## src/rtl/serial_comparador.sv

```systemverilog
// serial_comparador: bit-serial unsigned compare of two LSB-first operands, reporting eq/gt/lt with a done pulse
module serial_comparador #(
    parameter int WIDTH = 6,
    parameter int CNT_W = 3
) (
    input  logic             clk,
    input  logic             rst,
    input  logic             start,
    input  logic             bit_valid,
    input  logic             a_bit,
    input  logic             b_bit,
    output logic             busy,
    output logic             done,
    output logic             eq,
    output logic             gt,
    output logic             lt,
    output logic [CNT_W-1:0] bit_count
);
    typedef enum logic [1:0] {IDLE, COMPARE, DONE} state_t;
    state_t state, state_n;
    logic eq_acc, gt_acc, lt_acc, take, last, diff, eq_n, gt_n, lt_n;
    always_comb begin
        take = state == COMPARE && bit_valid;
        last = take && bit_count == CNT_W'(WIDTH - 1);
        diff = a_bit ^ b_bit;
        eq_n = eq_acc & ~diff;
        // a differing bit arriving later is more significant, so it overrides
        gt_n = diff ? a_bit : gt_acc;
        lt_n = diff ? b_bit : lt_acc;
        state_n = state == IDLE    ? (start ? COMPARE : IDLE) :
                  state == COMPARE ? (last ? DONE : COMPARE) : IDLE;
        busy = state == COMPARE;
        done = state == DONE;
    end
    always_ff @(posedge clk or posedge rst) begin
        if (rst) begin
            state <= IDLE;
            bit_count <= '0;
            {eq_acc, gt_acc, lt_acc} <= 3'b000;
            {eq, gt, lt} <= 3'b000;
        end else begin
            state <= state_n;
            if (state == IDLE && start) begin
                bit_count <= '0;
                {eq_acc, gt_acc, lt_acc} <= 3'b100;
            end
            if (state == COMPARE) begin
                {eq, gt, lt} <= last ? {eq_n, gt_n, lt_n} : 3'b000;
                if (take) begin
                    {eq_acc, gt_acc, lt_acc} <= {eq_n, gt_n, lt_n};
                    bit_count <= last ? '0 : bit_count + 1'b1;
                end
            end
        end
    end
endmodule

```

## config.mk

```make
export PLATFORM = sky130hd
export DESIGN_NAME = serial_comparador
export DESIGN_NICKNAME = d
export VERILOG_FILES = /design/src/rtl/serial_comparador.sv
export SDC_FILE = /design/constraint.sdc
export NUM_CORES = 1
export LEC_CHECK = 0
export BUFFER_PORTS_ARGS = -buffer_cell sky130_fd_sc_hd__buf_2
export CAP_MARGIN = 25
export CORE_AREA = 2 2 39 41
export CTS_BUF_LIST = sky130_fd_sc_hd__clkbuf_4 sky130_fd_sc_hd__clkbuf_8
export CTS_CLUSTER_DIAMETER = 60
export CTS_CLUSTER_SIZE = 40
export DETAILED_ROUTE_END_ITERATION = 10
export DIE_AREA = 0 0 41 43
export PLACE_DENSITY = 0.61
export SLEW_MARGIN = 20
export SYNTH_ARGS = -nofsm -noshare
export SYNTH_HDL_FRONTEND = slang
export SYNTH_SLANG_ARGS = --single-unit
export TNS_END_PERCENT = 5
```

## constraint.sdc

```tcl
create_clock -name clk -period 2.37 [get_ports clk]
set_clock_uncertainty 0.2 [all_clocks]
set_input_delay 0.711 -clock clk [delete_from_list [all_inputs] [get_ports clk]]
set_output_delay 0.711 -clock clk [all_outputs]
set_load 0.02 [all_outputs]
```

==> metrics.md, run 1 <==
| Metric | Value |
|---|---|
| Critical Path AT | `1.15 ns` |
| Worst min-delay path category | `input port to asynchronous set/reset pin` |
| Cell Chain, Critical Path | `inv_1 > nand2_1 > inv_1 > buf_2` |
| Yosys cell types | `20` |
| Met3 WL post-DR | `48 um` |
| Most frequent cells in the layout | `13 x buf_2, 11 x dfrtp_1, 5 x nand2_1, 5 x inv_1, 5 x o21ai_0` |
| Largest net degree at the start of global routing | `12` |
| Grt total ovfl | `0` |
| Max FO, Critical Path | `7` |
| RePlAce Congestion | `0.726` |
| Pwr Total | `0.684 mW` |
| Flops & latches, synth | `11` |
| Worst setup path class | `flop to output port` |
| Final Hold Vio Count | `0` |
| PortBufs | `13` |
| Slew HR | `0.722` |
| Post-CTS sizing | `0` |
| Ys Warns | `0` |
| Static Leak | `0.331 nW` |
| TritonCTS clock tree | `done` |
| Sum of buffers and inverters on the critical path | `3` |
| Post-route met1 wirelength | `484 um` |
| Worst Path Required | `1.46 ns` |
| Row Count | `14` |
| Post-Syn Instances | `50` |
| Crit-path most repeated cell | `inv_1` |
| Detailed Route Iter0 Violations | `2` |
| Post-Syn Area | `534 um2` |
| Metal2 WL | `475 um` |
| Layout cells sized above 1 | `0.273` |
| First-pass GRT wire length | `1680 um` |
| Setup bufs post-CTS | `0` |
| Die area | `0.00176 mm2` |
| Crit-path slowest cell | `dfrtp_1` |
| Crit-path leading delay family | `flip-flops` |
| Slew at the pin with the worst max-slew slack | `0.416 ns` |
| Total GRT Usage | `0.142` |
| Design Area, Final | `638 um2` |
| Core area | `0.00138 mm2` |
| Chip height | `43 um` |
| CTS Buf Count | `3` |
| FMAX | `0.485 GHz` |
| Fin crit period | `2.06 ns` |
| I/O pins | `14` |
| Worst r2r src | `state[1]` |
| Syn avg cell area | `10.7 um2` |
| Via count | `430` |
| Commonest non-fill, non-tap cell in the layout | `buf_2` |
| Syn nets | `58` |
| Initial antenna violation count | `0` |
| Max Buffers Root-to-Sink | `2` |
| Die Wd | `41 um` |
| Yosys top cell by area | `dfrtp_1` |
| Setup TNS Final | `0 ns` |
| Yosys top cell area share | `0.515` |
| CTS Root Cell | `clkbuf_4` |
| Via density | `5.24` |
| Startpoint class of the critical path | `flop` |
| Post-DRT Antenna Nets | `0` |
| Initial core utilization | `0.386` |
| Slowest Stage Delay on Critical Path | `0.43 ns` |
| Reg clk slew, reported paths | `0.07 ns` |
| Power Dens Cells | `1070 mW/mm2` |
| # DRC | `0` |
| Max-cap violations | `0` |
| Peak supply drop | `0.394 mV` |
| P&R area growth vs syn | `19.4%` |
| Placed cell area | `608 um2` |
| Max layer used | `met4` |
| Post-DP HPWL | `748 um` |
| Worst setup EP type | `output port` |
| Htree depth | `1` |
| Status | `finished, final reports clean` |
| Final cell utilization of the core | `0.461` |
| Fin crit share | `0.870` |
| Slew Limit Fails | `0` |
| # setup viols final | `0` |
| RSZ-0062 raised after global routing | `false` |
| Seq/Total Area, Yosys | `0.515` |
| Worst skew pair latency | `0.26 ns` |
| Clock sinks | `11` |
| DR pass1 iterations | `4` |
| Avg WL per Cell | `12.4 um` |
| Hold Buf Count CTS | `0` |
| Drt total wl | `1020 um` |
| Nets | `75` |
| Diodes inserted | `0` |
| Vias in the first global route | `414` |
| CP startpoint | `state[1]` |
| Dominant cells by area after synthesis | `dfrtp_1 52%, a22o_1 6.6%, ha_1 4.7%` |
-- per-layer routing --
| layer | track usage | vias to the layer above |
|---|---|---|
| met4 | 0.100 | 0 |
| met2 | 0.200 | 11 |
| met3 | 0.0314 | 2 |
| met1 | 0.183 | 212 |
| met5 | 0 | - |
| li1 | - | 205 |
-- kinds of logic (layout without fill, tap and decap cells) --
family | count (synthesis) | after routing | synth area share
AOI/OAI and AO/OA | 13 | 13 | 0.171
xor gates and xnor gates | 1 | 1 | 0.0164
adders and majority gates | 3 | 3 | 0.0656
buffers and inverters | 6 | 22 | 0.0562
DFF | 11 | 11 | 0.515
muxes | 2 | 2 | 0.0375
and+or+nand+nor | 14 | 14 | 0.138
-- synth_stat cells --
| master | number |
|---|---|
| dfrtp_1 | 11 |
| inv_1 | 5 |
| nand2_1 | 5 |
| o21ai_0 | 5 |
| a22o_1 | 4 |
| nor2_1 | 4 |
| ha_1 | 2 |
| mux2i_1 | 2 |
| a211oi_1 | 1 |
| a21oi_1 | 1 |
| a32o_1 | 1 |
| and3b_1 | 1 |
| buf_6 | 1 |
| maj3_1 | 1 |
| nand2b_1 | 1 |
| nor2b_4 | 1 |
| nor3_1 | 1 |
| o2bb2ai_1 | 1 |
| or2_1 | 1 |
| xnor2_1 | 1 |
-- report_power, final --
group | switching, mW | internal [mW]
Clock | 0.0633 | 0.0765
Sequential | 0.0537 | 0.245
Combinational | 0.142 | 0.103
-- through the flow --
step,setup WS (ns),hold WS [ns],cells
after floorplan,0.716,0.280,50
after global placement,0.586,0.286,78
after detailed placement,0.577,0.288,78
after CTS,0.302,0.244,82
after global routing,0.211,0.269,82
final,0.307,0.222,82
-- final timing paths --
path,end,slack [ns],cells after the start
max reg2reg,eq,0.87,3
max,busy,0.31,4
min in group clk,eq,0.30,1
max in group asynchronous,state[0],1.46,2
min reg2reg,eq,0.30,1
min,lt_acc,0.22,2
-- layout make-up --
| cell class | instances | area [um2] |
|---|---|---|
| tap | 16 | 20.0 |
| fill | 134 | 746 |
| inverter | 5 | 18.8 |
| clock buffer | 4 | 30.0 |
| multi-input combinational | 33 | 229 |
| timing repair buffer | 13 | 65.1 |
| sequential | 11 | 275 |
-- registers in the layout, indices dropped and copies added, names as in the netlist --
name / cells
gt_acc: 1
gt: 1
eq_acc: 1
state: 2
eq: 1
bit_count: 3
lt_acc: 1
lt: 1
No activity file was read; power rests on OpenSTA's default activity.
==> run 2: changes to the inputs <==
- CELL_PAD_IN_SITES_DETAIL_PLACEMENT: default -> 1
- CELL_PAD_IN_SITES_GLOBAL_PLACEMENT: default -> 1
- CTS_CLUSTER_SIZE: 40 -> default
- PLACE_DENSITY: 0.61 -> 0.77
==> run 2 against run 1 <==
Net effect:
- maximum frequency is 1.1% lower
- worst hold slack worse by 0.0075 ns
- register-to-register slack hardly changed
- total power is 0.61% higher
==> metrics.md, run 2 (synthesis gave the netlist of run 1 again) <==
| Metric | Value |
|---|---|
| Avg WL per Cell | `13.7 um (+10%)` |
| Total GRT Usage | `0.166 (+0.0237)` |
| FMAX | `0.479 GHz (-1.1%)` |
| Post-DP HPWL | `853 um (+14%)` |
| Initial antenna violation count | `0 (unchanged)` |
| Startpoint class of the critical path | `flop` |
| Worst skew pair latency | `0.27 ns (about the same)` |
| First-pass GRT wire length | `1860 um (+10%)` |
| Grt total ovfl | `0 (unchanged)` |
| Largest regs | `bit_count x3, state x2` |
| Via density | `5.23 (-0.23%)` |
| Post-CTS sizing | `0 (unchanged)` |
| Final cell count without fillers | `82 (unchanged)` |
| Setup bufs post-CTS | `0 (unchanged)` |
| Status | `finished, final reports clean` |
| Worst setup path class | `flop to output port` |
| Vias in the first global route | `449 (+8.5%)` |
| CTS Buf Count | `3 (unchanged)` |
| Most frequent cells in the layout | `13 x buf_2, 11 x dfrtp_1, 5 x nand2_1, 5 x inv_1, 5 x o21ai_0` |
| Fin crit share | `0.880 (+0.0101)` |
| Initial core utilization | `0.386 (unchanged)` |
| Core area | `0.00138 mm2 (unchanged)` |
| Largest register FFs | `3 (unchanged)` |
| Final setup margin | `0.283 ns (-0.0239 ns)` |
| P&R area growth vs syn | `19.4% (unchanged)` |
| Layout cells sized above 1 | `0.273 (unchanged)` |
| Setup TNS Final | `0 ns (unchanged)` |
| Nets | `75 (unchanged)` |
| Worst setup EP type | `output port` |
| Design Area, Final | `638 um2 (unchanged)` |
| Placed cell area | `608 um2 (unchanged)` |
| Static Leak | `0.331 nW (unchanged)` |
| Critical Path AT | `1.18 ns (+0.03 ns)` |
| RSZ-0062 raised after global routing | `false` |
| Largest net degree at the start of global routing | `12 (unchanged)` |
| RePlAce Congestion | `0.760 (+4.6%)` |
| Hold Buf Count CTS | `0 (unchanged)` |
| Chip height | `43 um (unchanged)` |
| Detailed Route Iter0 Violations | `2 (unchanged)` |
| Htree depth | `1 (unchanged)` |
| Max FO, Critical Path | `7 (unchanged)` |
| PortBufs | `13 (unchanged)` |
| Final Hold Vio Count | `0 (unchanged)` |
| Max layer used | `met4` |
| Max-cap violations | `0 (unchanged)` |
| Max Buffers Root-to-Sink | `2 (unchanged)` |
| Slew Limit Fails | `0 (unchanged)` |
| Slew HR | `0.721 (-0.00102)` |
| CTS Root Cell | `clkbuf_4` |
| Met3 WL post-DR | `47 um (-2.1%)` |
| Row Count | `14 (unchanged)` |
| Placed Cells | `78 (unchanged)` |
| # setup viols final | `0 (unchanged)` |
| DR pass1 iterations | `2 (-2)` |
| Biggest register | `bit_count` |
| Fin crit period | `2.09 ns (+0.0239 ns)` |
| Peak supply drop | `0.486 mV (+23%)` |
| Via count | `429 (-0.23%)` |
| Drt total wl | `1120 um (+10%)` |
| TritonCTS clock tree | `done` |
| Power Dens Cells | `1080 mW/mm2 (+0.61%)` |
| Metal2 WL | `525 um (+11%)` |
| Worst Path Required | `1.46 ns (about the same)` |
| Slew at the pin with the worst max-slew slack | `0.418 ns (+0.00153 ns)` |
| Worst min-delay path category | `input port to asynchronous set/reset pin` |
| Diodes inserted | `0 (unchanged)` |
| Clock sinks | `11 (unchanged)` |
| I/O pins | `14 (unchanged)` |
| # DRC | `0 (unchanged)` |
| Post-route met1 wirelength | `513 um (+6.0%)` |
| Reg clk slew, reported paths | `0.07 ns (about the same)` |
| Commonest non-fill, non-tap cell in the layout | `buf_2` |
| Die area | `0.00176 mm2 (unchanged)` |
| Die Wd | `41 um (unchanged)` |
| Post-DRT Antenna Nets | `0 (unchanged)` |
| Register-to-Register Path Depth | `3 (unchanged)` |
| Pre-CTS setup slack | `0.552 ns (-0.0249 ns)` |
-- run 2: cell counts in the layout (fill, tap and decap cells not counted) --
No cell type changed its count.
-- run 2: path summary, 6_finish.rpt --
| kind | endpoint | start | slack, ns |
|---|---|---|---|
| setup / recovery | busy | state[1] | 0.28 |
| hold / removal | lt_acc | rst | 0.21 |
| setup reg to reg | eq | state[1] | 0.88 |
| hold reg to reg | gt | gt | 0.30 |
| max in group asynchronous | bit_count[2] | rst | 1.46 |
| min in group clk | gt | gt | 0.30 |
-- run 2: metal layers --
layer | GRT usage | vias up
met3 | 0.0471 | 4
met5 | 0 | -
met2 | 0.225 | 8
met1 | 0.215 | 212
met4 | 0.120 | 0
li1 | - | 205
-- run 2: where the power goes --
group | internal [mW] | switching, mW | leakage, nW | total [mW]
registers | 0.245 | 0.0541 | 0.141 | 0.299
logic | 0.103 | 0.145 | 0.171 | 0.248
clock network | 0.0767 | 0.0646 | 0.0184 | 0.141
-- run 2: through the flow --
stage	util	hold WS [ns]	total power, mW
floorplan	-	0.280	0.482
global placement	0.439	0.279	0.544
detailed placement	0.439	0.287	0.553
CTS	0.461	0.229	0.700
global route	0.461	0.251	0.752
finish	0.461	0.214	0.688
-- run 2: worst max-delay path, cell delays in order (launching register included) --
cell and delay [ns]:
dfrtp_1 0.43, inv_1 0.12, nand2_1 0.12, inv_1 0.07, buf_2 0.16
-- run 2: final cells by class --
class                           count  area [um2]
Clock buffer                        4        30.0
Fill cell                         167         746
Inverter                            5        18.8
Multi-Input combinational cell     33         229
Sequential cell                    11         275
Tap cell                           16        20.0
Timing Repair Buffer               13        65.1
